<file path="config.mk">
export PLATFORM = sky130hd
export DESIGN_NAME = wb_request_arbiter
export DESIGN_NICKNAME = d
export VERILOG_FILES = /design/src/rtl/wb_request_arbiter.sv
export SDC_FILE = /design/constraint.sdc
export NUM_CORES = 1
export LEC_CHECK = 0
export BUFFER_PORTS_ARGS = -buffer_cell sky130_fd_sc_hd__buf_2
export CAP_MARGIN = 15
export CORE_MARGIN = 2
export CORE_UTILIZATION = 39
export DETAILED_ROUTE_END_ITERATION = 7
export HOLD_SLACK_MARGIN = 0.12
export PLACE_DENSITY = 0.88
export SLEW_MARGIN = 30
export SYNTH_ARGS = -nofsm -noshare
export SYNTH_HDL_FRONTEND = slang
export SYNTH_SLANG_ARGS = --single-unit
export TNS_END_PERCENT = 100
</file>
<file path="constraint.sdc">
create_clock -name clk -period 1.6 [get_ports clk]
set_input_delay 0.08 -clock clk [delete_from_list [all_inputs] [get_ports clk]]
set_output_delay 0.08 -clock clk [all_outputs]
set_load 0.005 [all_outputs]
</file>
<file path="src/rtl/wb_request_arbiter.sv">
// rtl/wb_request_arbiter.sv - two-requester round-robin arbiter onto a single-beat Wishbone master
//
// Ports:
//   clk, rst             clock and synchronous active-high reset
//   req_request[1:0]     per-requester request
//   req_addr/req_data    64-bit packed, requester i in [32i+31:32i]
//   req_rnw[1:0]         1 = read, 0 = write
//   req_be[7:0]          byte enables, requester i in [4i+3:4i]
//   req_ack[1:0]         combinational accept pulse in the granting IDLE cycle
//   rsp_data/valid/err   registered completion towards the owning requester
//   wb_*                 Wishbone classic single-cycle master interface
module wb_request_arbiter #(
    parameter int unsigned TIMEOUT_CYCLES = 255
) (
    input  logic        clk,
    input  logic        rst,
    input  logic [1:0]  req_request,
    input  logic [63:0] req_addr,
    input  logic [63:0] req_data,
    input  logic [1:0]  req_rnw,
    input  logic [7:0]  req_be,
    output logic [1:0]  req_ack,
    output logic [31:0] rsp_data,
    output logic [1:0]  rsp_valid,
    output logic        rsp_err,
    output logic [29:0] wb_adr,
    output logic [31:0] wb_dat_w,
    output logic [3:0]  wb_sel,
    output logic        wb_cyc,
    output logic        wb_stb,
    output logic        wb_we,
    output logic [2:0]  wb_cti,
    output logic [1:0]  wb_bte,
    input  logic [31:0] wb_dat_r,
    input  logic        wb_ack,
    input  logic        wb_err
);

    typedef enum logic {IDLE, BUS} state_t;

    localparam logic [7:0] TIMEOUT_LIMIT = TIMEOUT_CYCLES[7:0];

    state_t      state;
    state_t      state_next;
    logic        last_grant;
    logic        owner;
    logic [7:0]  tcount;

    logic        grant_valid;
    logic        grant_idx;
    logic [31:0] sel_addr;
    logic [31:0] sel_data;
    logic        sel_rnw;
    logic [3:0]  sel_be;
    logic        timeout_hit;
    logic        term;
    logic        term_err;

    // Byte-offset bits never reach the word-addressed bus.
    logic unused_addr_bits;
    assign unused_addr_bits = ^{req_addr[33:32], req_addr[1:0]};

    // A tie goes to whoever was not granted last; otherwise the lone requester wins.
    always_comb begin
        grant_valid = |req_request;
        if (req_request == 2'b11) begin
            grant_idx = ~last_grant;
        end else begin
            grant_idx = req_request[1];
        end
    end

    assign sel_addr = grant_idx ? req_addr[63:32] : req_addr[31:0];
    assign sel_data = grant_idx ? req_data[63:32] : req_data[31:0];
    assign sel_rnw  = grant_idx ? req_rnw[1]      : req_rnw[0];
    assign sel_be   = grant_idx ? req_be[7:4]     : req_be[3:0];

    assign timeout_hit = (TIMEOUT_LIMIT != 8'd0) && (tcount == TIMEOUT_LIMIT);

    always_comb begin
        state_next = state;
        req_ack    = 2'b00;
        term       = 1'b0;
        term_err   = 1'b0;
        case (state)
            IDLE: begin
                if (!rst && grant_valid) begin
                    req_ack    = grant_idx ? 2'b10 : 2'b01;
                    state_next = BUS;
                end
            end
            BUS: begin
                // Slave termination beats the timeout; error beats ack.
                if (wb_err) begin
                    term     = 1'b1;
                    term_err = 1'b1;
                end else if (wb_ack) begin
                    term     = 1'b1;
                end else if (timeout_hit) begin
                    term     = 1'b1;
                    term_err = 1'b1;
                end
                if (term) begin
                    state_next = IDLE;
                end
            end
            default: state_next = IDLE;
        endcase
    end

    always_ff @(posedge clk) begin
        if (rst) begin
            state      <= IDLE;
            last_grant <= 1'b1;
            owner      <= 1'b0;
            tcount     <= 8'd0;
            wb_adr     <= 30'd0;
            wb_dat_w   <= 32'd0;
            wb_sel     <= 4'd0;
            wb_we      <= 1'b0;
            rsp_valid  <= 2'b00;
            rsp_err    <= 1'b0;
            rsp_data   <= 32'd0;
        end else begin
            state     <= state_next;
            rsp_valid <= 2'b00;
            rsp_err   <= 1'b0;
            if (state == IDLE) begin
                if (grant_valid) begin
                    owner      <= grant_idx;
                    last_grant <= grant_idx;
                    tcount     <= 8'd0;
                    wb_adr     <= sel_addr[31:2];
                    wb_dat_w   <= sel_data;
                    wb_we      <= ~sel_rnw;
                    wb_sel     <= sel_rnw ? 4'hF : sel_be;
                end
            end else begin
                if (term) begin
                    rsp_valid <= owner ? 2'b10 : 2'b01;
                    rsp_err   <= term_err;
                    rsp_data  <= (!term_err && !wb_we) ? wb_dat_r : 32'd0;
                end else begin
                    tcount <= tcount + 8'd1;
                end
            end
        end
    end

    assign wb_cyc = (state == BUS);
    assign wb_stb = (state == BUS);
    assign wb_cti = 3'b000;
    assign wb_bte = 2'b00;

endmodule

</file>
==> results by group, run 1 <==
Cells and area
  • Combined area of the multi-input logic cells: 2130 um^2
  • Nets: 1155
  • Diodes inserted: 0
  • Final core occ: 0.742
  • Reg area: 2260 um^2
  • Design area: 8550 um^2
  • Share of cells above drive strength 1: 0.346
  • Synth-to-layout area growth: 84.4%
  • Filler instances: 699
  • Fin cells: 1133

Worst setup path
  • CP Capture Type: flip-flop
  • Worst Path Max Fanout: 11
  • Critical-path top delay cell: dlygate4sd3_1
  • RR Startpoint: tcount[1]
  • CP Data Required Time: 1920 ps
  • CP arrival: 1920 ps
  • Crit path launch: wb_err
  • Setup CP Type: primary input to flip-flop
  • Crit start category: primary input
  • Critical-path cell list: dlygate4sd3_1 -> buf_2 -> nor2_1 -> o211ai_4 -> or4_1 -> o221ai_1
  • Crit-path max cell delay: 530 ps

Synth
  • Sequential share of the synthesized area: 0.488
  • Average size of a mapped cell: 8.63 um^2
  • Synthesis warning total: 0
  • Post-synth top flop: dfxtp_1
  • Synth Instances: 537
  • Unique masters post-synth: 45
  • Async set-or-reset flop fraction in the synthesized netlist: 0
  • Post-synth EDFFs: 0
  • Seq cells post-synth: 113
  • Synthesized area: 4640 um^2

STA
  • Worst hold slack: 136 ps
  • RSZ-0062 raised after global routing: true
  • Final setup TNS: -5.14 ps
  • Final Setup Violations: 1
  • Final setup margin: -5.14 ps
  • Clk_skew: 13.0 ps
  • Max frequency: 623 MHz
  • Fin crit period: 1610 ps
  • Final worst path period share: 1.00
  • Max-slew violations: 0
  • Final hold violation count: 0

Clocking
  • Later-pin clock latency in the skew report: 420 ps
  • CTS clk-pin slew, worst paths: 50 ps
  • Number of CTS-inserted buffers: 17
  • Clock Sinks: 113
  • Clk buf depth: 2
  • Clk root buf: clkbuf_16
  • CTS H-tree lvls: 4
  • CTS tree: yes

GRT
  • Total GRT Usage: 0.325
  • Largest net degree at the start of global routing: 93
  • Initial antenna violation count: 0
  • Total grt overflow: 0
  • First-pass GRT wire length: 32.6 mm
  • Number of global-route vias before repair: 6382

Place
  • Placed cell count: 929
  • Post-DP Area: 6160 um^2
  • Pre-CTS WS: 35.3 ps
  • Post-DP HPWL: 10.2 mm
  • Routability cong.: 0.783
  • Buffers on Ports: 277

Worst hold path
  • Hold/Removal Path Class: primary input to flip-flop
  • Hold Path Origin: rst

Die
  • Die height: 113 um
  • Initial core utilization: 0.403
  • Num rows: 39
  • IO Pins: 287
  • Die area: 12800 um^2
  • Core Footprint: 11500 um^2
  • Die width: 113 um

Routing
  • Post-route DRC: 20
  • Via count: 6318
  • Post-route ant nets: 0
  • Routed wire length per instance: 19.2 um
  • Initial DRC Count: 624
  • Routed wire length: 21.8 mm
  • First-pass iteration count of the detailed router: 7
  • Vias/cell: 5.58

Power and ir drop
  • Clock Power Share: 0.447
  • Worst vdd ir: 0.626 mV
  • LEAKAGE: 4.09 nW
  • Cell Int Power: 6.40 mW
  • Comb power frac: 0.188
  • Switching power: 2.23 mW
  • Sw Share: 0.259
  • Sequential power share: 0.365
  • Overall Power: 8.64 mW
  • Pwr dens: 1010 nW/um^2

Outcome
  • Status: finished with violations
  • Failing checks: design-rule violations, negative setup slack

Job
  • Max-cap violations: 0
## worst max-delay path, delay by kind of cell
family / cells / cell delay [ps]
buf+inv: 2 / 670
simple gates: 2 / 860
compound gates: 2 / 320
## worst paths after layout
path / to / slack (ps) / depth (start not counted)
setup / recovery: tcount[6] / -5 / 6
hold / removal: wb_adr[25] / 140 / 2
setup reg to reg: tcount[0] / 10 / 6
hold reg to reg: rsp_valid[0] / 460 / 1
## power by group through the flow
stage               Clock [mW]  Combinational [mW]  Sequential [mW]
floorplan                    0               0.570             3.20
global placement             0                1.13             3.18
detailed placement           0                1.15             3.18
CTS                       3.89                1.48             3.13
global route              4.03                1.72             3.17
finish                    3.86                1.62             3.15
## registers in the layout (all words and copies together) (netlist names)
name,flops
rsp_err,1
tcount,8
wb_adr,30
wb_sel,4
rsp_data,32
wb_we,1
owner,1
wb_cyc,1
last_grant,1
wb_dat_w,32
rsp_valid,2
## cells in the final DEF (no fill, tap or decap), types with 2 or more instances in the layout
master / n
nand2b_1: 5
nor3_1: 3
clkbuf_16: 18
and3_1: 3
buf_12: 5
clkinv_2: 4
nand3b_1: 2
bufinv_16: 3
nand3_1: 4
a21oi_1: 4
conb_1: 5
or4_1: 4
a311oi_1: 66
dlygate4sd3_1: 171
dfxtp_1: 111
buf_6: 3
nand4_1: 2
buf_4: 14
clkinvlp_4: 2
o21ai_0: 2
a22o_1: 32
nand2_1: 138
o221ai_1: 2
clkbuf_8: 3
buf_2: 277
nor2_1: 78
dfxtp_2: 2
## kinds of logic after synthesis
group | share of synthesized area
and+or+nand+nor | 0.222
other | 0.000809
buffers and inverters | 0.0661
adders and majority gates | 0.00270
DFF | 0.488
AOI/OAI and AO/OA | 0.216
muxes | 0.00459
## layer usage
metal	GRT usage	wire length, um
met2	0.559	10600
met4	0.220	1370
met1	0.341	7520
met3	0.0991	2280
met5	0	0
## cell type report
| class | instances | area share |
|---|---|---|
| Multi-Input combinational cell | 374 | 0.250 |
| Tap cell | 143 | 0.0209 |
| Clock buffer | 21 | 0.0550 |
| Clock inverter | 10 | 0.0157 |
| Inverter | 1 | 0.000439 |
| Sequential cell | 113 | 0.265 |
| Timing Repair Buffer | 471 | 0.393 |
## synthesized netlist by cell type (all sizes together) (2+ instances only)
cell,instances,area (um^2)
nand2b,5,31.3
buf,44,269
o221ai,2,17.5
clkbuf,9,33.8
a311oi,66,578
nand3b,2,15.0
nor2,79,299
a22o,32,280
o21ai,4,23.8
nor3,3,15.0
nand4,3,25.0
or4,4,30.0
and3,3,18.8
nand3,5,25.0
nand2,139,524
dfxtp,113,2260
a21oi,5,28.8
## timing repair
action                                  4_1_cts  5_1_grt
endpoints found under the setup margin        7       43
buffers inserted                              0        1
hold endpoints to repair                    102        0
hold buffers                                171        0
cloned                                        0        1
pin swaps                                     0        2
resized for setup                             3        8
Note: power is estimated with default switching activity, not from simulation.
==> run 2, diff against run 1 <==
Settings changed: SKIP_CTS_REPAIR_TIMING set to 1.
==> run 2 against run 1 <==
Net effect:
- the run still ends with design-rule violations, negative setup slack left
- utilization decreased by 0.51 points
- count of clock-buffer cells in the layout is the same
- largest cell class unchanged
- sequential power about the same
- global-route usage decreased by 10 points
- non-clock buffer count down 3
- clock power about the same
==> results by group, run 2 (synthesis results as in run 1) <==
Outcome
  • Status: finished with violations
  • Failing checks: design-rule violations, negative setup slack

Power and ir drop
  • Cell Int Power: 6.39 mW
  • Worst vdd ir: 0.704 mV
  • Comb power frac: 0.184
  • Overall Power: 8.63 mW
  • Sequential power share: 0.365
  • Switching power: 2.24 mW
  • Pwr dens: 1020 nW/um^2
  • Clock Power Share: 0.451
  • Sw Share: 0.260
  • LEAKAGE: 4.07 nW

STA
  • Clk_skew: 9.60 ps
  • Final setup TNS: -18.5 ps
  • Final worst path period share: 1.01
  • Final setup margin: -11.3 ps
  • Worst hold slack: 102 ps
  • Final Setup Violations: 3
  • RSZ-0062 raised after global routing: true
  • Fin crit period: 1610 ps
  • Max-slew violations: 0
  • Final hold violation count: 0
  • Max frequency: 621 MHz

Cells and area
  • Share of cells above drive strength 1: 0.347
  • Fin cells: 1130
  • Nets: 1152
  • Diodes inserted: 0
  • Biggest regs: rsp_data: 32 flops, wb_dat_w: 32 flops, wb_adr: 30 flops
  • Final core occ: 0.737
  • Synth-to-layout area growth: 83.1%
  • Commonest non-fill, non-tap cell in the layout: buf_2
  • Design area: 8490 um^2
  • Most frequent cells in the layout: 277 x buf_2, 170 x dlygate4sd3_1, 138 x nand2_1, 110 x dfxtp_1, 78 x nor2_1

Worst setup path
  • Crit-path leading delay family: compound AO/OA/AOI/OAI gates
  • Setup CP Type: flip-flop to flip-flop
  • Crit-path max cell delay: 350 ps
  • WP buf/inv: 1
  • CP arrival: 1900 ps
  • Worst Path Max Fanout: 32
  • Critical-path cell list: ha_1 -> nand3_2 -> o21ai_2 -> a21oi_2 -> buf_12 -> a22o_1
  • Crit start category: flip-flop
  • CP Capture Type: flip-flop
  • CP Data Required Time: 1890 ps
  • Critical-path top delay cell: dfxtp_1

GRT
  • Number of global-route vias before repair: 4728
  • Initial antenna violation count: 0
  • First-pass GRT wire length: 22.3 mm
  • Total grt overflow: 0
  • Largest net degree at the start of global routing: 93
  • Total GRT Usage: 0.220

Job
  • Max-cap violations: 0

Clocking
  • Clk buf depth: 2
  • Clock Sinks: 113
  • Later-pin clock latency in the skew report: 420 ps
  • CTS tree: yes
  • Number of CTS-inserted buffers: 17
  • CTS H-tree lvls: 4
  • CTS clk-pin slew, worst paths: 50 ps
  • Clk root buf: clkbuf_16

Routing
  • Vias/cell: 5.47
  • Via count: 6182
  • Routed wire length per instance: 18.8 um
  • Routed wire length: 21.3 mm
  • Post-route DRC: 20
  • First-pass iteration count of the detailed router: 8
  • Initial DRC Count: 535
  • Post-route ant nets: 0

Die
  • Die width: 113 um
  • Core Footprint: 11500 um^2
  • Initial core utilization: 0.403
  • Die height: 113 um
  • Num rows: 39
  • Die area: 12800 um^2
  • IO Pins: 287

Place
  • Routability cong.: 0.783
  • Post-DP Area: 6160 um^2
  • Buffers on Ports: 277
  • Placed cell count: 929
  • Pre-CTS WS: 35.3 ps
  • Post-DP HPWL: 10.2 mm

Worst hold path
  • Hold/Removal Path Class: primary input to flip-flop
run 2: layer usage:
layer / part of all wire / vias up / wire, um / GRT usage
li1: - / 2779 / - / -
met1: 0.36 / 2818 / 7670 / 0.235
met2: 0.48 / 473 / 10200 / 0.389
met3: 0.10 / 112 / 2170 / 0.0761
met4: 0.059 / 0 / 1250 / 0.106
met5: 0 / - / 0 / 0
run 2: layout make-up:
cell class,instances,area [um^2]
clock inverter,10,134
tap,143,179
clock buffer,21,470
fill,699,3030
multi-input combinational,374,2110
timing repair buffer,468,3320
inverter,1,3.75
sequential,113,2270
run 2: power groups by stage:
stage          Clock, mW  Sequential (mW)  Combinational, mW
3_5_place_dp           0             3.18               1.15
6_report            3.89             3.15               1.59
5_1_grt             4.03             3.17               1.69
3_3_place_gp           0             3.18               1.13
2_1_floorplan          0             3.20              0.570
4_1_cts             3.89             3.13               1.16
run 2: worst paths after layout:
kind,startpoint,end,slack (ps),cells past startpoint
min,rst,owner,100,2
max reg2reg,tcount[1],rsp_data[16],-10,6
max,tcount[1],rsp_data[16],-10,6
min reg2reg,owner,rsp_valid[0],450,1
==> run 3, diff against run 2 <==
Settings changed: CORE_AREA set to 2 2 110 112, CORE_MARGIN 2 to unset, CORE_UTILIZATION 39 to unset, DIE_AREA set to 0 0 112 114, PLACE_DENSITY 0.88 to 0.87.
Clock period 1.6 ns to 1.9 ns, I/O delays scaled along.
==> run 3 against run 2 <==
Net effect:
- the flow now finishes without violations
- register-to-register slack improved by 80 ps
- sequential power decreased by 16%
- count of clock-buffer cells in the layout increased by 5
- power decreased by 18%
- final area decreased by 1.4%
- cell count decreased by 0.44%
- largest cell class unchanged
- largest power group unchanged
==> results by group, run 3 (synthesis results as in run 1) <==
Clocking
  • Later-pin clock latency in the skew report: 410 ps
  • Clk buf depth: 2
  • CTS H-tree lvls: 4
  • Clk root buf: clkbuf_16
  • Clock Sinks: 113
  • CTS tree: yes
  • CTS clk-pin slew, worst paths: 50 ps
  • Number of CTS-inserted buffers: 17

Routing
  • Post-route ant nets: 0
  • Via count: 6178
  • Initial DRC Count: 605
  • Post-route DRC: 0
  • First-pass iteration count of the detailed router: 6
  • Routed wire length per instance: 18.6 um
  • Routed wire length: 20.9 mm
  • Vias/cell: 5.49

Power and ir drop
  • Pwr dens: 843 nW/um^2
  • Switching power: 1.82 mW
  • Comb power frac: 0.188
  • Overall Power: 7.06 mW
  • Sw Share: 0.258
  • Clock Power Share: 0.436
  • Worst vdd ir: 0.795 mV
  • LEAKAGE: 4.00 nW
  • Sequential power share: 0.376
  • Cell Int Power: 5.24 mW

Die
  • Die width: 112 um
  • Core Footprint: 11700 um^2
  • Num rows: 40
  • Die height: 114 um
  • Initial core utilization: 0.396
  • IO Pins: 287
  • Die area: 12800 um^2

Worst setup path
  • RR Startpoint: wb_cyc
  • Crit start category: flip-flop
  • CP Capture Type: flip-flop
  • Reg2Reg Depth: 5
  • CP Data Required Time: 2180 ps
  • CP arrival: 2120 ps
  • Crit path to: wb_dat_w[23]
  • Crit path launch: wb_cyc
  • R2r endpoint: wb_dat_w[23]
  • Setup CP Type: flip-flop to flip-flop
  • Worst Path Max Fanout: 78
  • Flop2flop setup slack: 70 ps

Cells and area
  • Synth-to-layout area growth: 80.6%
  • Share of cells above drive strength 1: 0.335
  • Diodes inserted: 0
  • Biggest regs: rsp_data: 32 flops, wb_dat_w: 32 flops, wb_adr: 30 flops
  • Filler instances: 738
  • Commonest non-fill, non-tap cell in the layout: buf_2
  • Most frequent cells in the layout: 277 x buf_2, 171 x dlygate4sd3_1, 138 x nand2_1, 113 x dfxtp_1, 78 x nor2_1
  • Nets: 1144

STA
  • Final setup TNS: 0 ps
  • Fin crit period: 1830 ps
  • Worst hold slack: 134 ps
  • Clk_skew: 10.4 ps
  • Max-slew violations: 0
  • Final worst path period share: 0.965
  • Max frequency: 546 MHz
  • Final Setup Violations: 0
  • Final hold violation count: 0

Place
  • Buffers on Ports: 277
  • Post-DP HPWL: 9.80 mm
  • Routability cong.: 0.802

GRT
  • Largest net degree at the start of global routing: 79
  • Total grt overflow: 0
  • First-pass GRT wire length: 20.9 mm
  • Initial antenna violation count: 0
  • Number of global-route vias before repair: 4384
  • Total GRT Usage: 0.204

Job
  • Max-cap violations: 0

Worst hold path
  • Min-Delay Path Depth: 3
  • Hold/Removal Path Class: primary input to flip-flop

Outcome
  • Status: complete, no violations
==> run 3: cell types whose count changed in the layout (fill, tap and decap cells not counted), sizes merged <==
| cell | delta |
|---|---|
| buf | -9 |
| clkbuf | +5 |
| dlygate4sd3 | +1 |
| clkinv | -3 |
| clkinvlp | -1 |
| bufinv | -2 |
==> run 3: worst min path at each step <==
stage | slack (ps) | end | start
floorplan | 220 | rsp_err | wb_err
global placement | 310 | rsp_data[22] | wb_dat_r[22]
detailed placement | 310 | rsp_data[21] | wb_dat_r[21]
CTS | -120 | rsp_data[0] | wb_dat_r[0]
global route | 140 | tcount[2] | rst
finish | 130 | tcount[2] | rst
==> run 3: power by group through the flow <==
stage	clock [mW]	combinational [mW]	sequential [mW]
after floorplan	0	0.480	2.69
after global placement	0	0.927	2.68
after detailed placement	0	0.947	2.68
after CTS	3.10	0.950	2.64
after global routing	3.23	1.41	2.67
final	3.08	1.32	2.66
==> run 3: metal layers <==
layer / part of all wire / wire, um / GRT usage
met5: 0 / 0 / 0
met4: 0.059 / 1230 / 0.0911
met3: 0.094 / 1960 / 0.0675
met2: 0.49 / 10200 / 0.349
met1: 0.36 / 7540 / 0.233
==> run 3: through the flow <==
| stage | setup WS [ps] | util | std cells | area, um^2 |
|---|---|---|---|---|
| 6_report | 67.0 | 0.715 | 1125 | 8370 |
| 5_1_grt | -26.6 | 0.715 | 1125 | 8370 |
| 4_1_cts | 76.6 | 0.568 | 954 | 6650 |
| 3_5_place_dp | 87.5 | 0.518 | 924 | 6070 |
| 3_3_place_gp | 143 | 0.518 | 924 | 6070 |
| 2_1_floorplan | 419 | - | 541 | 4650 |
==> run 3: worst max-delay path, stage by stage, from the launching register on <==
cell and delay [ps]:
dfxtp_1 390, buf_4 200, nor2_4 210, buf_12 330
nor2_1 150, a311oi_1 400
==> run 3: layout make-up <==
cell class | count | area (um^2) | area share
inverter | 1 | 3.75 | 0.000448
clock buffer | 26 | 529 | 0.0632
multi-input combinational | 374 | 2110 | 0.252
timing repair buffer | 460 | 3240 | 0.387
clock inverter | 4 | 47.5 | 0.00568
sequential | 113 | 2260 | 0.270
tap | 147 | 184 | 0.0220
